### src/rtl/picorv32_mem_dma.sv
// Word-copy DMA engine mastering a PicoRV32 native memory bus: read src, write dst, repeat len times.
// Optional MEMDMA_TIMEOUT_EN: abort a transfer that stalls for TIMEOUT_CYC cycles and flag err.
module picorv32_mem_dma #(
  parameter int LEN_W       = 16,
  parameter int TIMEOUT_CYC = 255
) (
  input  logic             clk,
  input  logic             reset,
  input  logic             start,
  input  logic [31:0]      src_addr,
  input  logic [31:0]      dst_addr,
  input  logic [LEN_W-1:0] len,
  output logic             busy,
  output logic             done,
  output logic             err,
  output logic             mem_valid,
  output logic             mem_instr,
  input  logic             mem_ready,
  output logic [31:0]      mem_addr,
  output logic [31:0]      mem_wdata,
  output logic [3:0]       mem_wstrb,
  input  logic [31:0]      mem_rdata
);

  typedef enum logic [1:0] {IDLE, RD, WR, FIN} state_t;

  state_t           state, state_nxt;
  logic [31:0]      src_q, dst_q;
  logic [LEN_W-1:0] cnt_q;
  logic             xfer;
  logic             timeout;

  assign xfer      = mem_valid && mem_ready;
  assign busy      = (state != IDLE);
  assign mem_instr = 1'b0;

`ifdef MEMDMA_TIMEOUT_EN
  localparam int TW = $clog2(TIMEOUT_CYC + 1);
  localparam logic [TW-1:0] TLIM = TW'(TIMEOUT_CYC - 1);

  logic [TW-1:0] timer_q;
  logic          err_q;

  // timer holds the number of stall cycles already seen before this one
  assign timeout = mem_valid && !mem_ready && (timer_q == TLIM);
  assign err     = err_q;

  always_ff @(posedge clk or posedge reset) begin
    if (reset) begin
      timer_q <= '0;
      err_q   <= 1'b0;
    end else begin
      if (mem_valid && !mem_ready && !timeout) timer_q <= timer_q + 1'b1;
      else                                     timer_q <= '0;
      if (state == IDLE && start) err_q <= 1'b0;
      else if (timeout)           err_q <= 1'b1;
    end
  end
`else
  assign timeout = 1'b0;
  assign err     = 1'b0;
`endif

  always_ff @(posedge clk or posedge reset) begin
    if (reset) state <= IDLE;
    else       state <= state_nxt;
  end

  always_comb begin
    state_nxt = state;
    unique case (state)
      IDLE: if (start) state_nxt = (len == '0) ? FIN : RD;
      RD: begin
        if (timeout)   state_nxt = FIN;
        else if (xfer) state_nxt = WR;
      end
      WR: begin
        if (timeout)   state_nxt = FIN;
        else if (xfer) state_nxt = (cnt_q == LEN_W'(1)) ? FIN : RD;
      end
      FIN:     state_nxt = IDLE;
      default: state_nxt = IDLE;
    endcase
  end

  // Bus outputs are registered; a cycle with mem_valid low in RD/WR is the
  // mandatory idle gap, after which the next transfer is launched.
  always_ff @(posedge clk or posedge reset) begin
    if (reset) begin
      src_q     <= '0;
      dst_q     <= '0;
      cnt_q     <= '0;
      mem_valid <= 1'b0;
      mem_addr  <= '0;
      mem_wdata <= '0;
      mem_wstrb <= '0;
      done      <= 1'b0;
    end else begin
      done <= (state == FIN);
      unique case (state)
        IDLE: if (start) begin
          src_q <= {src_addr[31:2], 2'b00};
          dst_q <= {dst_addr[31:2], 2'b00};
          cnt_q <= len;
          if (len != '0) begin
            mem_valid <= 1'b1;
            mem_addr  <= {src_addr[31:2], 2'b00};
            mem_wstrb <= 4'h0;
          end
        end
        RD: begin
          if (timeout) mem_valid <= 1'b0;
          else if (xfer) begin
            mem_valid <= 1'b0;
            mem_wdata <= mem_rdata;
          end else if (!mem_valid) begin
            mem_valid <= 1'b1;
            mem_addr  <= src_q;
            mem_wstrb <= 4'h0;
          end
        end
        WR: begin
          if (timeout) begin
            mem_valid <= 1'b0;
            mem_wstrb <= 4'h0;
          end else if (xfer) begin
            mem_valid <= 1'b0;
            mem_wstrb <= 4'h0;
            src_q     <= src_q + 32'd4;
            dst_q     <= dst_q + 32'd4;
            cnt_q     <= cnt_q - 1'b1;
          end else if (!mem_valid) begin
            mem_valid <= 1'b1;
            mem_addr  <= dst_q;
            mem_wstrb <= 4'hF;
          end
        end
        default: ;
      endcase
    end
  end

endmodule

### config.mk
export PLATFORM = sky130hd
export DESIGN_NAME = picorv32_mem_dma
export DESIGN_NICKNAME = d
export VERILOG_FILES = /design/src/rtl/picorv32_mem_dma.sv
export SDC_FILE = /design/constraint.sdc
export NUM_CORES = 1
export LEC_CHECK = 0
export ABC_AREA = 1
export ABC_CLOCK_PERIOD_IN_PS = 7600
export BUFFER_PORTS_ARGS = -buffer_cell sky130_fd_sc_hd__buf_4
export CORE_ASPECT_RATIO = 0.75
export CORE_MARGIN = 5
export CORE_UTILIZATION = 45
export CTS_BUF_LIST = sky130_fd_sc_hd__clkbuf_8
export CTS_CLUSTER_DIAMETER = 80
export DETAILED_ROUTE_END_ITERATION = 16
export MAX_ROUTING_LAYER = met4
export PLACE_DENSITY_LB_ADDON = 0.1
export SLEW_MARGIN = 20
export SYNTH_ARGS = -nofsm -noshare
export SYNTH_HDL_FRONTEND = slang
export SYNTH_SLANG_ARGS = --single-unit
### constraint.sdc
create_clock -name clk -period 7.6 [get_ports clk]
set_input_delay 1.52 -clock clk [delete_from_list [all_inputs] [get_ports clk]]
set_output_delay 1.52 -clock clk [all_outputs]
set_load 0.01 [all_outputs]
; ---- After elaboration in Yosys (flattened, before gate mapping)
; Index checks and enable logic that the tools add are counted.
[op_classes]
addsub = 3
eq_ne = 13
mux = 33
n_reduce_logical = 15
[op_table]
columns = op, n
row1 = 2-to-1 mux 32 bit, 10
row2 = case mux 32 bit (2 select lines), 2
row3 = case mux 32 bit (3 select lines), 1
row4 = "adder 32 x 3 -> 32 bit, second input constant", 2
row5 = 2-to-1 mux 16 bit, 2
row6 = case mux 16 bit (2 select lines), 1
row7 = 2-to-1 mux 4 bit, 6
row8 = "equality test 16 x 1 -> 1 bit, second input constant", 1
row9 = logical NOT 16 bit, 1
row10 = "!= test 2 bit, second input constant", 8
row11 = nonzero test 16 bit, 1
row12 = "subtractor 16 x 1 -> 16 bit, second input constant", 1
row13 = case mux 4 bit (3 select lines), 1
row14 = 2-to-1 mux 2 bit, 5
row15 = AND reduction 3 bit, 3
row16 = case mux 2 bit (4 select lines), 1
row17 = AND reduction 7 bit, 1
row18 = AND reduction 6 bit, 1
row19 = nonzero test 2 bit, 3
row20 = "equality test 2 bit, second input constant", 2
row21 = 2-to-1 mux 1 bit, 3
row22 = "!= test 3 bit, second input constant", 1
row23 = nonzero test 3 bit, 1
row24 = "equality test 2 x 1 -> 1 bit, second input constant", 1
row25 = 5 further kinds, 5
[word_totals]
reg_bits = 152
inputBits = 116
out_inout_bits = 73
word_cells = 73

; ---- Logic depth before layout (Yosys ltp)
[depth]
ltp_word = 4
ltp_mapped = 12
depth_no_buf = 11

; ---- Worst setup path before layout
; No wires, ideal clock.
[synth_path]
path_type = input -> register
startpoint = input len[6]
endpoint = register mem_addr[21]
setup_ns = 0.126
t_arrival_ns = 2.371
required_time_ns = 7.474
setup_slack_ns = 5.103
stages = 9
path_buffers = 1
path_cell_list = nor3_1 -> nand2_1 -> nor2_1 -> nand2_1 -> nand2_1 -> nand2_1 -> nand2_2 -> buf_2 -> o21ai_0
[synth_via]
elab_chain_len = 3
[synth_rtl]
columns = element, line_no
row1 = from (decl), 12  ; input logic [LEN_W-1:0] len,
row2 = nonzero test 16 bit, 105  ; if (len != '0) begin
row3 = != test 2 bit (no source line), n/a
row4 = AND reduction 7 bit (no source line), n/a
row5 = to (signal assigned), 107  ; mem_addr <= {src_addr[31:2], 2'b00};
row6 = to (signal assigned), 118  ; mem_addr <= src_q;
row7 = to (signal assigned), 134  ; mem_addr <= dst_q;
row8 = to (decl), 19  ; output logic [31:0] mem_addr,
; Every way passes these cells.
; A chain may end at the register's enable or synchronous reset.

; ---- Worst setup path in the final report
[layout_path]
startpoint = register state[0]
endpoint = register dst_q[14]
[layout_via]
elab_chain_len = 3
elab_cells_between_ends = 7
classes_between = eq/ne (3) / mux (1) / reduce/logical (3)
[layout_rtl]
columns = element, line_no
row1 = from (decl), 27  ; state_t state, state_nxt;
row2 = from (signal assigned), 66  ; else state <= state_nxt;
row3 = equality test 2 bit or logical NOT 2 bit (tied branches), 100  ; unique case (state)
row4 = != test 2 bit (no source line) or nonzero test 2 bit (tied branches), n/a
row5 = AND reduction 3 bit (no source line), n/a
row6 = to (signal assigned), 103  ; dst_q <= {dst_addr[31:2], 2'b00};
row7 = to (signal assigned), 130  ; dst_q <= dst_q + 32'd4;
row8 = to (decl), 28  ; logic [31:0] src_q, dst_q;
; Several ways; a longest one is shown, not always the timed one.

==> out/results.ini <==
[route]
routed_wl_um = 26430
vias_per_cell = 5.292
avgRoutedWirePerCell_um = 15.85
drt_iter0_drc = 689
num_vias = 8821
drcViolationCount = 0
dr.pass1.iters = 5
ant_nets = 0

[power_and_ir_drop]
sequentialPowerShare = 0.311
power_w = 0.004942
ir_worst_vdd_v = 0.0002489
p_sw_w = 0.002281
p_clk_frac = 0.147
p_leak_nw = 5.246
internal_power_w = 0.002662
swShare = 0.4615
pwr_density_cell_nw_per_um2 = 453.2
comb_power_share = 0.542

[timing]
slew_headroom = 0.3097
worst_slew_pin_slew_ns = 1.032
period_share = 0.4782
finClkSkew_ns = 0.01630
rsz0062_at_grt = no
hold_viol_final = 0
setup_violations = 0
timing.fmax_mhz = 275.2
maxSlewViolCount = 0
period_needed_ns = 3.634
fin_ws_ns = 3.966
finalSetupTns_ns = 0

[clock_tree]
cts_tree = yes
numCtsBuffers = 17
cts_sinks = 144
cts_hold_buf = 0
clk_pin_slew_worst_paths_ns = 0.08
htreeDepth = 4
clock-root-buffer = clkbuf_8
cts-resized-gates = 0
cts_buffer_depth = 2
post_cts_buffers = 0
clock_latency_ns = 0.46

[grt]
grt-ovfl-total = 0
grt_pass1_wl_um = 44230
met1_usage = 0.3347
antenna_found_initial = 0
met2_usage = 0.3684
grt_max_degree = 93
busiest_layer = met2
track_usage = 0.2408
grt_pass1_vias = 8547
grtUsageMet3 = 0.04906

[yosys]
synth_cell_type_count = 46
synth.top_cell.area_share = 0.4004
synth.avg_cell_area_sq_um = 7.154
netlist_top_cells_count = nand2_1, nor2_1, dfrtp_1, inv_1, o21ai_0
synth_xor_area_frac = 0.005839
synth_compound_area_frac = 0.1347
yosysMostFrequentCell = nand2_1
ys_warn_count = 0
ys_seq_area_frac = 0.4004
synth_fa_ha_area_frac = 0.01390
synth_edf_count = 0
synth.area.top_cells = dfrtp_1, nand2_1, nor2_1
muxShareOfSynthArea = 0.04004
syn_area_sq_um = 9000
synth_top_family_by_area = simple AND/OR/NAND/NOR gates
synth-main-ff-cell = dfrtp_1
ys_seq_elements = 144
synth_top_area_cell = dfrtp_1
async_reset_ff_frac = 1.000
synth_simple_gate_area_frac = 0.3195
syn-instance-count = 1258

[setup_path]
cp.arrival_ns = 4.03
critPathTopFamily = buffers and inverters
criticalPathCategory = flop to flop
path_buf_inv = 4
worst-path-max-fanout = 85
worstReg2RegStart = state[0]$_DFFE_PP0P_
slowest_delay_ns = 0.79
start_kind = flop
cpMaxStageDelayCell = buf_4
cp.required_ns = 7.99
reg2reg_slack_ns = 3.97
timing.critical_path.depth = 10
worstSetupStartpoint = state[0]$_DFFE_PP0P_
worstSetupEndpointType = flop
rr_worst_depth = 10
crit_chain = inv_1 > ha_4 > buf_4 > nand2_1 > nand3_2 > buf_4 > a21oi_1 > o211ai_1 > o21ai_0 > inv_1

[layout]
seq_area_sq_um = 3603
drive_gt1_frac = 0.2207
area_growth_pct = 21.17
stdcell_count = 1667
antenna_cells = 0
fillCellCount = 1892
multi_input_area_sq_um = 4658
final_nets = 1529

[floorplan]
core_area_sq_um = 19490
io_pins = 189
dieWidth_um = 173.3
dieHeight_um = 132.5
start_util = 0.4618
num_rows = 44
die-area_sq_um = 22960

[placement]
port_buffers = 182
preCtsSetupSlack_ns = 4.014
dp_hpwl_um = 18870
dp.cells = 1637
place.gp.congestion = 0.9182

[min_path]
hold_path_depth = 2
hold_path.class = flop to flop
min-delay-start = mem_addr[19]$_DFFE_PP0P_

[flow_run]
cap_violations = 0

[run_status]
outcome = completed

final cells by class:
type / count / share of cell area
multi-input cells: 933 / 0.4271
flip-flops and latches: 144 / 0.3304
repair buffers: 189 / 0.1301
inverters: 118 / 0.04107
well taps: 253 / 0.02903
clock buffers: 20 / 0.02524
clock inverters: 10 / 0.01698
path summary, 6_finish.rpt:
check | endpoint
worst min-delay path | mem_addr[19]$_DFFE_PP0P_
worst max-delay path | dst_q[14]$_DFFE_PP0P_
min in group asynchronous | mem_addr[22]$_DFFE_PP0P_
max in group asynchronous | done$_DFF_PP0_
worst max register to register | dst_q[14]$_DFFE_PP0P_
worst min register to register | mem_addr[19]$_DFFE_PP0P_
worst register-to-register path: cells and delay by family (launching register included):
family	cells	cell delay, ns
fa+ha+maj	1	0.52
simple gates	2	0.54
flops	1	0.42
buf+inv	4	1.75
compound gates	3	0.35
metal layers:
layer,routed length [um],vias to the layer above
met2,12160,270
li1,-,4382
met5,0,-
met1,12480,4149
met3,1525,20
met4,259,0
stage by stage:
step | hold slack [ns] | utilization | instance area [sq um]
after floorplan | 0.4677 | - | 9004
after global placement | 0.4729 | 0.5354 | 10440
after detailed placement | 0.4761 | 0.5354 | 10440
after CTS | 0.4960 | 0.5591 | 10900
after global routing | 0.5140 | 0.5596 | 10910
final | 0.4926 | 0.5596 | 10910
cell usage in the layout (no fill, tap or decap), types with 6 or more instances in the layout:
cell,count
clkbuf_8,20
nand3b_1,7
buf_4,189
o22ai_1,7
ha_1,8
mux2_2,32
a21oi_1,36
or2_2,6
inv_1,115
a31o_2,30
dfrtp_1,144
nand3_1,62
nor2_2,6
nand2_1,371
nand4_1,19
o21ai_0,103
o211ai_1,6
nor3_1,19
nor2_1,167
registers in the layout (all words and copies together), names as in the netlist:
register   count
dst_q         30
state          2
src_q         30
done           1
mem_wdata     32
mem_valid      1
cnt_q         16
mem_addr      31
mem_wstrb      1
power by group through the flow:
stage	Combinational, W	Sequential (W)	Clock (W)
after floorplan	0.00186	0.00153	0
after global placement	0.00264	0.00153	0
after detailed placement	0.00268	0.00154	0
after CTS	0.00269	0.00153	0.000736
after global routing	0.00305	0.00159	0.000771
final	0.00268	0.00154	0.000726
kinds of logic (layout without fill, tap and decap cells):
family | after synthesis | count (layout)
flip-flops | 144 | 144
multiplexers | 32 | 32
other | 1 | 2
AND/OR/NAND/NOR | 678 | 678
XOR/XNOR | 6 | 6
buffers and inverters | 182 | 337
AO/OA/AOI/OAI | 205 | 205
adder cells (fa/ha/maj) | 10 | 10
No activity file was read; power rests on OpenSTA's default activity.
